`src/rtl/regfile_multiport.sv`:
```
// Multi-port register file: NUM_RW writable registers, three constant registers, two registered
// read ports with write bypass, and a sequential clear engine that blocks access while busy.
module regfile_multiport #(
    parameter int unsigned DATA_W     = 8,
    parameter int unsigned ADDR_W     = 4,
    parameter int unsigned NUM_RW     = 4,
    parameter int unsigned CONST_BASE = 2 ** (ADDR_W - 1)
) (
    input  logic              i_clk,
    input  logic              i_rst_n,
    input  logic              i_clr,
    input  logic              i_wrEn,
    input  logic [ADDR_W-1:0] i_wrSel,
    input  logic [DATA_W-1:0] i_wrData,
    input  logic              i_rdEnA,
    input  logic [ADDR_W-1:0] i_rdSelA,
    input  logic              i_rdEnB,
    input  logic [ADDR_W-1:0] i_rdSelB,
    output logic [DATA_W-1:0] o_rdDataA,
    output logic              o_rdValidA,
    output logic [DATA_W-1:0] o_rdDataB,
    output logic              o_rdValidB,
    output logic              o_busy,
    output logic              o_wrErr
);

    localparam int unsigned     SelW     = ADDR_W + 1;
    localparam logic [ADDR_W:0] NumRw    = SelW'(NUM_RW);
    localparam logic [ADDR_W-1:0] SelOne  = ADDR_W'(CONST_BASE + 1);
    localparam logic [ADDR_W-1:0] SelOnes = ADDR_W'(CONST_BASE + 2);
    localparam logic [ADDR_W-1:0] LastIdx = ADDR_W'(NUM_RW - 1);

    typedef enum logic {StIdle, StClear} state_e;

    state_e              state_q;
    logic [ADDR_W-1:0]   clr_idx_q;
    logic [DATA_W-1:0]   regs_q [NUM_RW];
    logic [DATA_W-1:0]   rd_a_d, rd_b_d;
    logic [DATA_W-1:0]   rd_a_q, rd_b_q;
    logic                valid_a_q, valid_b_q, wr_err_q;
    logic                busy, wr_ok, wr_bad;

    assign busy   = (state_q == StClear);
    assign wr_ok  = i_wrEn && !busy && ({1'b0, i_wrSel} < NumRw);
    assign wr_bad = i_wrEn && !wr_ok;

    // A same-cycle accepted write to the selected register wins over the stored value.
    function automatic logic [DATA_W-1:0] read_mux(input logic [ADDR_W-1:0] sel);
        logic [DATA_W-1:0] val;
        val = '0;
        if (wr_ok && (sel == i_wrSel)) begin
            val = i_wrData;
        end else if ({1'b0, sel} < NumRw) begin
            for (int unsigned i = 0; i < NUM_RW; i++) begin
                if (sel == ADDR_W'(i)) val = regs_q[i];
            end
        end else if (sel == SelOne) begin
            val = DATA_W'(1);
        end else if (sel == SelOnes) begin
            val = '1;
        end
        return val;
    endfunction

    always_comb begin
        rd_a_d = read_mux(i_rdSelA);
        rd_b_d = read_mux(i_rdSelB);
    end

    always_ff @(posedge i_clk) begin
        if (!i_rst_n) begin
            state_q   <= StIdle;
            clr_idx_q <= '0;
        end else begin
            case (state_q)
                StIdle: begin
                    clr_idx_q <= '0;
                    if (i_clr) state_q <= StClear;
                end
                StClear: begin
                    if (clr_idx_q == LastIdx) begin
                        state_q   <= StIdle;
                        clr_idx_q <= '0;
                    end else begin
                        clr_idx_q <= clr_idx_q + 1'b1;
                    end
                end
                default: state_q <= StIdle;
            endcase
        end
    end

    always_ff @(posedge i_clk) begin
        if (!i_rst_n) begin
            for (int unsigned i = 0; i < NUM_RW; i++) regs_q[i] <= '0;
        end else begin
            for (int unsigned i = 0; i < NUM_RW; i++) begin
                if (busy && (clr_idx_q == ADDR_W'(i))) begin
                    regs_q[i] <= '0;
                end else if (wr_ok && (i_wrSel == ADDR_W'(i))) begin
                    regs_q[i] <= i_wrData;
                end
            end
        end
    end

    always_ff @(posedge i_clk) begin
        if (!i_rst_n) begin
            rd_a_q    <= '0;
            rd_b_q    <= '0;
            valid_a_q <= 1'b0;
            valid_b_q <= 1'b0;
            wr_err_q  <= 1'b0;
        end else begin
            wr_err_q  <= wr_bad;
            valid_a_q <= i_rdEnA && !busy;
            valid_b_q <= i_rdEnB && !busy;
            if (i_rdEnA && !busy) rd_a_q <= rd_a_d;
            if (i_rdEnB && !busy) rd_b_q <= rd_b_d;
        end
    end

    assign o_rdDataA  = rd_a_q;
    assign o_rdDataB  = rd_b_q;
    assign o_rdValidA = valid_a_q;
    assign o_rdValidB = valid_b_q;
    assign o_busy     = busy;
    assign o_wrErr    = wr_err_q;

endmodule

```
`config.mk`:
```
export PLATFORM = sky130hd
export DESIGN_NAME = regfile_multiport
export DESIGN_NICKNAME = d
export VERILOG_FILES = /design/src/rtl/regfile_multiport.sv
export SDC_FILE = /design/constraint.sdc
export NUM_CORES = 1
export LEC_CHECK = 0
export BUFFER_PORTS_ARGS = -buffer_cell sky130_fd_sc_hd__clkbuf_2
export CORE_ASPECT_RATIO = 2
export CORE_MARGIN = 2
export CORE_UTILIZATION = 30
export DETAILED_ROUTE_END_ITERATION = 8
export PLACE_DENSITY_LB_ADDON = 0.15
export SLEW_MARGIN = 20
export SYNTH_ARGS = -nofsm -noshare
export SYNTH_HDL_FRONTEND = slang
export SYNTH_SLANG_ARGS = --single-unit
```
`constraint.sdc`:
```
create_clock -name i_clk -period 6.7 [get_ports i_clk]
set_input_delay 1.675 -clock i_clk [delete_from_list [all_inputs] [get_ports i_clk]]
set_output_delay 1.675 -clock i_clk [all_outputs]
set_load 0.005 [all_outputs]
```
* Word level (Yosys, flattened, before mapping)
Memory sizes are Yosys's and may differ from the RTL's.
Index checks and enable logic that the tools add are counted.
Widths: inputs -> output; s select.
** Operators by class
- $add $sub $neg :: 1
- Multiply operators :: 0
- Div/mod/pow operators :: 0
- Magnitude comparators :: 3
- Equality and inequality tests :: 18
- Shifts and indexed selects :: 0
- Multiplexer cells :: 58
- Bitwise operators :: 9
- Reductions and logical operators :: 21
** Operators with widths (count)
- $mux 8 :: 24
- $eq 4x2->1 const B :: 8
- $mux 1 :: 31
- $eq 4x1->1 const B :: 4
- $eq 4x4->1 const B :: 4
- $logic_not 4->1 :: 4
- $logic_and 1x1->1 :: 15
- $lt 4x3->1 const B :: 3
- $eq 4x4->1 :: 2
- $or 1x1->1 :: 8
- $pmux 4 s2 :: 1
- $add 4x1->4 const B :: 1
- $mux 4 :: 1
- $logic_not 1->1 :: 2
- $pmux 1 s2 :: 1
- $not 1->1 :: 1
** Word-level totals
- Register bits :: 24
- Latch bits :: 0
- RAM bits :: 32
- Memory bits (read-only) :: 0
- Word-level logic and storage cells :: 118
- Memories :: 1
** Memory list
- regs_q :: words 4, width 8, read ports 4, clocked after Yosys merged registers in 0, write ports 4, line 37 : logic [DATA_W-1:0] regs_q [NUM_RW];

* Longest topological paths before layout
Gate-level depths: netlist of run 1.
- Depth in word-level cells :: 9
- Gate-level depth with buffers :: 6
- Depth with buffers taken out :: 4

* Least setup slack after synthesis of run 1
OpenSTA, ideal clock, no wires.
- Path kind :: input port to flip-flop
- From :: input port i_wrSel[3]
- To :: memory regs_q[0][0], enable pin
- Data arrival time :: 3.397 ns
- Data required time :: 6.296 ns
- Path slack :: 2.899 ns
- Stages on the path :: 3
- Buffers on the path :: 1
- Cell sequence :: or4b_1 > buf_2 > o311ai_0
** RTL lines
- start, declared :: line 13 : input logic [ADDR_W-1:0] i_wrSel,
- end, declared :: line 37

==> results of run 1 <==
## kinds of logic (layout without fill, tap and decap cells)
| group | after synthesis | in the layout | synth area share |
|---|---|---|---|
| AOI/OAI and AO/OA | 52 | 52 | 0.1217 |
| xor gates and xnor gates | 7 | 7 | 0.02100 |
| adders and majority gates | 4 | 4 | 0.01715 |
| muxes | 15 | 15 | 0.1093 |
| DFF | 56 | 56 | 0.4938 |
| and+or+nand+nor | 104 | 104 | 0.2015 |
| buffers and inverters | 22 | 64 | 0.03557 |
## cell type report
type                    instances  area share
clock inverters                 1    0.002588
well taps                     106     0.03919
flip-flops and latches         56      0.4259
repair buffers                 47     0.07098
inverters                       9    0.009982
multi-input cells             182      0.4059
clock buffers                   7     0.04547
## state kept, by name, summed over array words and instances (netlist names)
register	cells
o_rdValidA	1
regs_q	32
o_rdDataA	8
o_busy	1
o_wrErr	1
o_rdDataB	8
o_rdValidB	1
clr_idx_q	4
## power groups by stage
stage	Sequential [uW]	Combinational (uW)	Clock [uW]
floorplan	394	52.9	0
global placement	396	86.6	0
detailed placement	397	87.5	0
CTS	389	87.8	294
global route	391	96.1	306
finish	389	86.2	287
## layer usage
layer | global-route usage | vias to the layer above | routed length [um]
li1 | - | 1052 | -
met1 | 0.2023 | 998 | 3386
met2 | 0.2528 | 79 | 3696
met3 | 0.02595 | 9 | 378
met4 | 0.05359 | 0 | 152
met5 | 0 | - | 0
## Yosys cell counts (2+ instances only)
library cell	count
xnor2_1	4
mux4_4	2
nand2_1	16
ha_1	4
buf_2	3
o311ai_0	2
a311oi_1	2
inv_1	9
nand3_1	6
edfxtp_1	32
and2_1	33
a21oi_1	3
or4b_1	2
nor2_1	17
nor3_1	13
nand2b_1	2
buf_4	2
xor2_1	3
mux2_2	2
o21ai_0	13
and2b_2	2
o21bai_1	2
o31ai_1	8
a211oi_1	7
clkbuf_1	6
mux4_1	3
dfxtp_1	24
nand3b_1	4
mux4_2	7
o21ai_1	7
nor3b_1	2
## path summary, 6_finish.rpt
kind	endpoint	slack, ns	cells after the start
setup / recovery	regs_q[3][0]	3.29	3
hold / removal	o_rdDataB[4]	0.45	2
setup reg to reg	regs_q[3][0]	4.34	2
hold reg to reg	o_rdDataB[4]	0.45	2
## metrics by stage
step | instances | setup WS [ns] | power (uW) | util
2_1_floorplan | 260 | 2.899 | 447.0 | -
3_3_place_gp | 400 | 3.009 | 483.0 | 0.3366
3_5_place_dp | 400 | 2.866 | 484.7 | 0.3366
4_1_cts | 408 | 3.180 | 770.6 | 0.3536
5_1_grt | 408 | 3.168 | 792.7 | 0.3536
6_report | 408 | 3.289 | 762.2 | 0.3536
## worst reg2reg max path, stage by stage (launching register included)
cell,delay [ns]
dfxtp_1,0.38
or4b_1,0.70
o211ai_1,0.90
==> impl_metrics.py, run 1 <==
metrics = {
    "place": {
        "globalplace.congestion": 0.8770,
        "portBuffers": 45,
        "hpwl_mm": 5.777,
        "place_area_mm2": 0.003222,
    },
    "pwr": {
        "p_int_uw": 579.3,
        "net-switching-power_uw": 183.0,
        "seqPwrFrac": 0.511,
        "swShare": 0.2400,
        "peakVddDrop_mv": 0.1186,
        "leakagePower_uw": 0.001321,
        "p_clk_frac": 0.376,
        "powerDensity_mw_per_mm2": 225.2,
        "power_frac_comb": 0.113,
    },
    "layout": {
        "stdcell_area_mm2": 0.003385,
        "fillCellCount": 948,
        "final_common_cell": "clkbuf_2",
        "n_antenna_cell": 0,
        "ff_latch_area_mm2": 0.001441,
        "area_growth_syn_to_layout_pct": 15.95,
        "final_cell_mix": "45 x clkbuf_2, 33 x and2_1, 32 x edfxtp_1",
        "layout-drive-gt1-share": 0.2384,
        "nets": 331,
        "multi_input_area_mm2": 0.001374,
    },
    "grt": {
        "grt_start_max_net_pins": 19,
        "grt_pass1_wl_mm": 12.04,
        "grt-ovfl-total": 0,
        "grt.total_usage": 0.1543,
        "grt_pass1_vias": 2144,
        "antenna_found_initial": 0,
    },
    "yosys": {
        "synth.largest_area_cell": "edfxtp_1",
        "yosysSeqAreaShare": 0.4938,
        "ys.flop_type": "edfxtp_1",
        "postSynthAreaPerCell_um2": 11.23,
        "ys.warnings.count": 0,
        "ys_ff_latch": 56,
        "postSynthCellCount": 260,
        "synth_area_leaders": "edfxtp_1 33%, dfxtp_1 16%, and2_1 7.1%, mux4_2 5.4%, mux4_1 2.7%",
        "synth_area_mm2": 0.002919,
        "synth-edff-count": 32,
        "synth.top_cell.area_share": 0.3292,
        "synthDistinctLibCells": 49,
        "synthesis.nets": 290,
        "synth-async-reset-ratio": 0,
    },
    "worst_setup_path": {
        "required_ns": 6.62,
        "crit_arrival_ns": 3.33,
        "max_stage_delay_ns": 0.90,
        "cp_top_family": "compound AO/OA/AOI/OAI gates",
        "worstSetupPathType": "in2reg",
        "path_buf_inv": 1,
        "cp_max_fo": 8,
        "cp_slowest_cell": "o211ai_1",
        "reg2reg_from": "o_busy",
        "crit_path_start_kind": "input port",
        "crit_chain": "clkbuf_2 > or4b_1 > o211ai_1",
        "end_kind": "flop",
        "setup.worst_path.start": "i_wrSel[3]",
    },
    "sta": {
        "hold_viol": 0,
        "finalSetupViolCount": 0,
        "rsz0062_at_grt": "false",
        "slew_viol_final": 0,
        "tns_ns": 0,
        "fin_crit_sh": 0.5090,
        "clock_skew_ns": 0.008054,
        "worst-slew-pin-transition_ns": 1.050,
        "period_minus_slack_ns": 3.411,
        "maxSlewHeadroom": 0.2968,
        "fin_hold_ws_ns": 0.4465,
        "max_freq_mhz": 293.2,
    },
    "worst_hold_path": {
        "min_path_type": "reg2reg",
        "hold_start": "o_rdDataB[4]",
    },
    "floorplanning": {
        "pin_count": 46,
        "fp.dieW_um": 73.75,
        "core_area_mm2": 0.009572,
        "die_area_mm2": 0.01058,
        "die_h_um": 143.5,
        "start_util": 0.3050,
        "rows": 51,
    },
    "clock_tree": {
        "insertion_delay_ns": 0.30,
        "h-tree-depth": 2,
        "cts_tree": "built",
        "ctsRootBufferMaster": "clkbuf_16",
        "cts_hold_buf": 0,
        "clkSinkCount": 56,
        "postCtsSetupRepairBufs": 0,
        "cts_resized": 0,
        "clkTransAtPathRegs_ns": 0.08,
        "cts_buffer_depth": 2,
        "cts_buffers": 5,
    },
    "flow_run": {
        "cap_violations": 0,
    },
    "detailed_routing": {
        "routedWlPerCell_um": 18.66,
        "drc": 0,
        "drt_iter0_drc": 201,
        "dr_total_vias": 2138,
        "wirelength_mm": 7.613,
        "post_drt_via_cell_ratio": 5.240,
        "detail-route-antenna-nets": 0,
        "dr.pass1.iters": 4,
    },
    "run_status": {
        "status": "completed",
    },
}
(Power assumes the default switching activity.)
==> run 2: changes to the inputs <==
==> constraint.sdc (replaced) <==
create_clock -name i_clk -period 3.39 [get_ports i_clk]
set_input_delay 0.8475 -clock i_clk [delete_from_list [all_inputs] [get_ports i_clk]]
set_output_delay 0.8475 -clock i_clk [all_outputs]
set_load 0.005 [all_outputs]
==> run 2 against run 1 <==
Global-route usage decreased by 0.085 points. Critical path depth increased by 2. Non-clock buffer count up 6. Total power is 93% higher. Wire length is 0.96% lower. Utilization increased by 0.31 points. Register-to-register slack lost 3.1 ns. Die area unchanged. Clock skew about the same. Setup slack worse by 2.3 ns.
==> impl_metrics.py, run 2 (synthesized netlist as in run 1, its figures left out) <==
metrics = {
    "pwr": {
        "leakagePower_uw": 0.001343,
        "finalPower_uw": 1471,
        "peakVddDrop_mv": 0.2177,
        "powerDensity_mw_per_mm2": 430.7,
    },
    "grt": {
        "grt_pass1_wl_mm": 11.97,
        "grt.total_usage": 0.1534,
        "antenna_found_initial": 0,
        "grt-ovfl-total": 0,
        "grt_start_max_net_pins": 19,
        "grt_pass1_vias": 2190,
    },
    "layout": {
        "regMostFlops": "regs_q",
        "stdcell_area_mm2": 0.003415,
        "fillCellCount": 992,
        "final_common_cell": "clkbuf_2",
        "layout-drive-gt1-share": 0.2565,
        "final_cell_mix": "45 x clkbuf_2, 33 x and2_1, 32 x edfxtp_1",
        "nets": 337,
        "area_growth_syn_to_layout_pct": 16.97,
        "final_util": 0.3567,
        "n_antenna_cell": 0,
        "largest_reg_flops": 32,
    },
    "detailed_routing": {
        "post_drt_via_cell_ratio": 5.143,
        "drt_iter0_drc": 93,
        "drc": 0,
        "routedWlPerCell_um": 18.21,
        "dr_total_vias": 2129,
        "wirelength_mm": 7.540,
        "detail-route-antenna-nets": 0,
        "dr.pass1.iters": 4,
    },
    "clock_tree": {
        "cts_buffer_depth": 2,
        "clkSinkCount": 56,
        "insertion_delay_ns": 0.30,
        "ctsRootBufferMaster": "clkbuf_16",
        "cts_tree": "built",
        "postCtsSetupRepairBufs": 0,
        "h-tree-depth": 2,
        "cts_resized": 0,
        "cts_buffers": 5,
        "cts_hold_buf": 0,
        "clkTransAtPathRegs_ns": 0.07,
    },
    "worst_setup_path": {
        "r2r_cells": 4,
        "max_stage_delay_ns": 0.71,
        "cp_max_fo": 7,
        "crit_top_cell": "or4b_1",
        "worst_r2r_endpoint": "o_rdDataB[2]",
        "r2r_setup_slack_ns": 1.26,
        "required_ns": 3.58,
        "worstSetupPathType": "in2reg",
        "cp_slowest_cell": "or4b_1",
        "crit_arrival_ns": 2.55,
        "crit_chain": "clkbuf_2 > or4b_1 > or4b_1 > nor2_1 > o21ai_1",
        "reg2reg_from": "o_busy",
        "crit_path_start_kind": "input port",
        "end_kind": "flop",
    },
    "floorplanning": {
        "pin_count": 46,
        "die_h_um": 143.5,
        "rows": 51,
        "die_area_mm2": 0.01058,
        "core_area_mm2": 0.009572,
        "fp.dieW_um": 73.75,
        "start_util": 0.3050,
    },
    "worst_hold_path": {
        "hold_start": "o_rdDataB[3]",
        "min_path_type": "reg2reg",
        "whs_path_depth": 2,
        "hold_end": "o_rdDataB[3]",
    },
    "sta": {
        "clock_skew_ns": 0.008481,
        "hold_viol": 0,
        "slew_viol_final": 0,
        "period_minus_slack_ns": 2.367,
        "max_freq_mhz": 422.6,
        "finalSetupViolCount": 0,
        "rsz0062_at_grt": "false",
        "fin_hold_ws_ns": 0.4515,
        "tns_ns": 0,
        "fin_crit_sh": 0.6981,
        "maxSlewHeadroom": 0.5114,
        "worst-slew-pin-transition_ns": 0.7266,
    },
    "place": {
        "globalplace.congestion": 0.8010,
        "hpwl_mm": 5.879,
        "portBuffers": 45,
        "place_area_mm2": 0.003267,
    },
    "run_status": {
        "status": "completed",
    },
    "flow_run": {
        "cap_violations": 0,
    },
}
run 2: cell types whose count changed in the layout (fill, tap and decap cells not counted), sizes merged:
cell / previous run / this run
clkbuf: 52 / 50
buf: 2 / 8
clkinvlp: 0 / 1
clkinv: 0 / 1
run 2: how the worst max path moves through the flow:
stage,end,depth (start not counted),start
global route,o_rdDataA[0],5,i_wrSel[3]
finish,o_rdDataB[2],5,i_wrSel[3]
detailed placement,o_rdDataB[2],5,i_wrSel[3]
global placement,o_rdDataB[6],5,i_wrSel[3]
CTS,o_rdDataB[2],5,i_wrSel[3]
floorplan,regs_q[2][0],3,i_wrSel[3]
run 2: cell type report:
class	instances	area, um2	area share
Sequential cell	56	1441	0.4221
Multi-Input combinational cell	182	1374	0.4023
Timing Repair Buffer	53	285.3	0.08355
Tap cell	106	132.6	0.03884
Clock buffer	5	125.1	0.03664
Inverter	9	33.78	0.009894
Clock inverter	3	22.52	0.006596
run 2: power by group:
| part | switching [uW] | total [uW] | leakage [uW] | internal, uW |
|---|---|---|---|---|
| sequential | 17.5 | 767 | 0.000529 | 750 |
| clock | 253 | 530 | 0.0000703 | 277 |
| combinational | 99.1 | 173 | 0.000744 | 74.4 |
| total | 370 | 1470 | 0.00134 | 1100 |
run 2: routing by layer:
layer  routed length [um]  up-vias  global-route usage
met1                 3382     1002              0.2037
met5                    0        -                   0
met3                  389        6             0.02875
met2                 3669       61              0.2462
met4                   98        0             0.05455
li1                     -     1060                   -
run 2: critical path: cells and delay by family:
family,cells,cell delay (ns)
AND/OR/NAND/NOR,3,1.52
buffers and inverters,1,0.10
AO/OA/AOI/OAI,1,0.09
run 2: through the flow:
step / instances / worst slack, ns
after floorplan: 260 / 0.4165
after global placement: 406 / 0.7446
after detailed placement: 406 / 0.7076
after CTS: 414 / 1.027
after global routing: 414 / 0.8497
final: 414 / 1.023
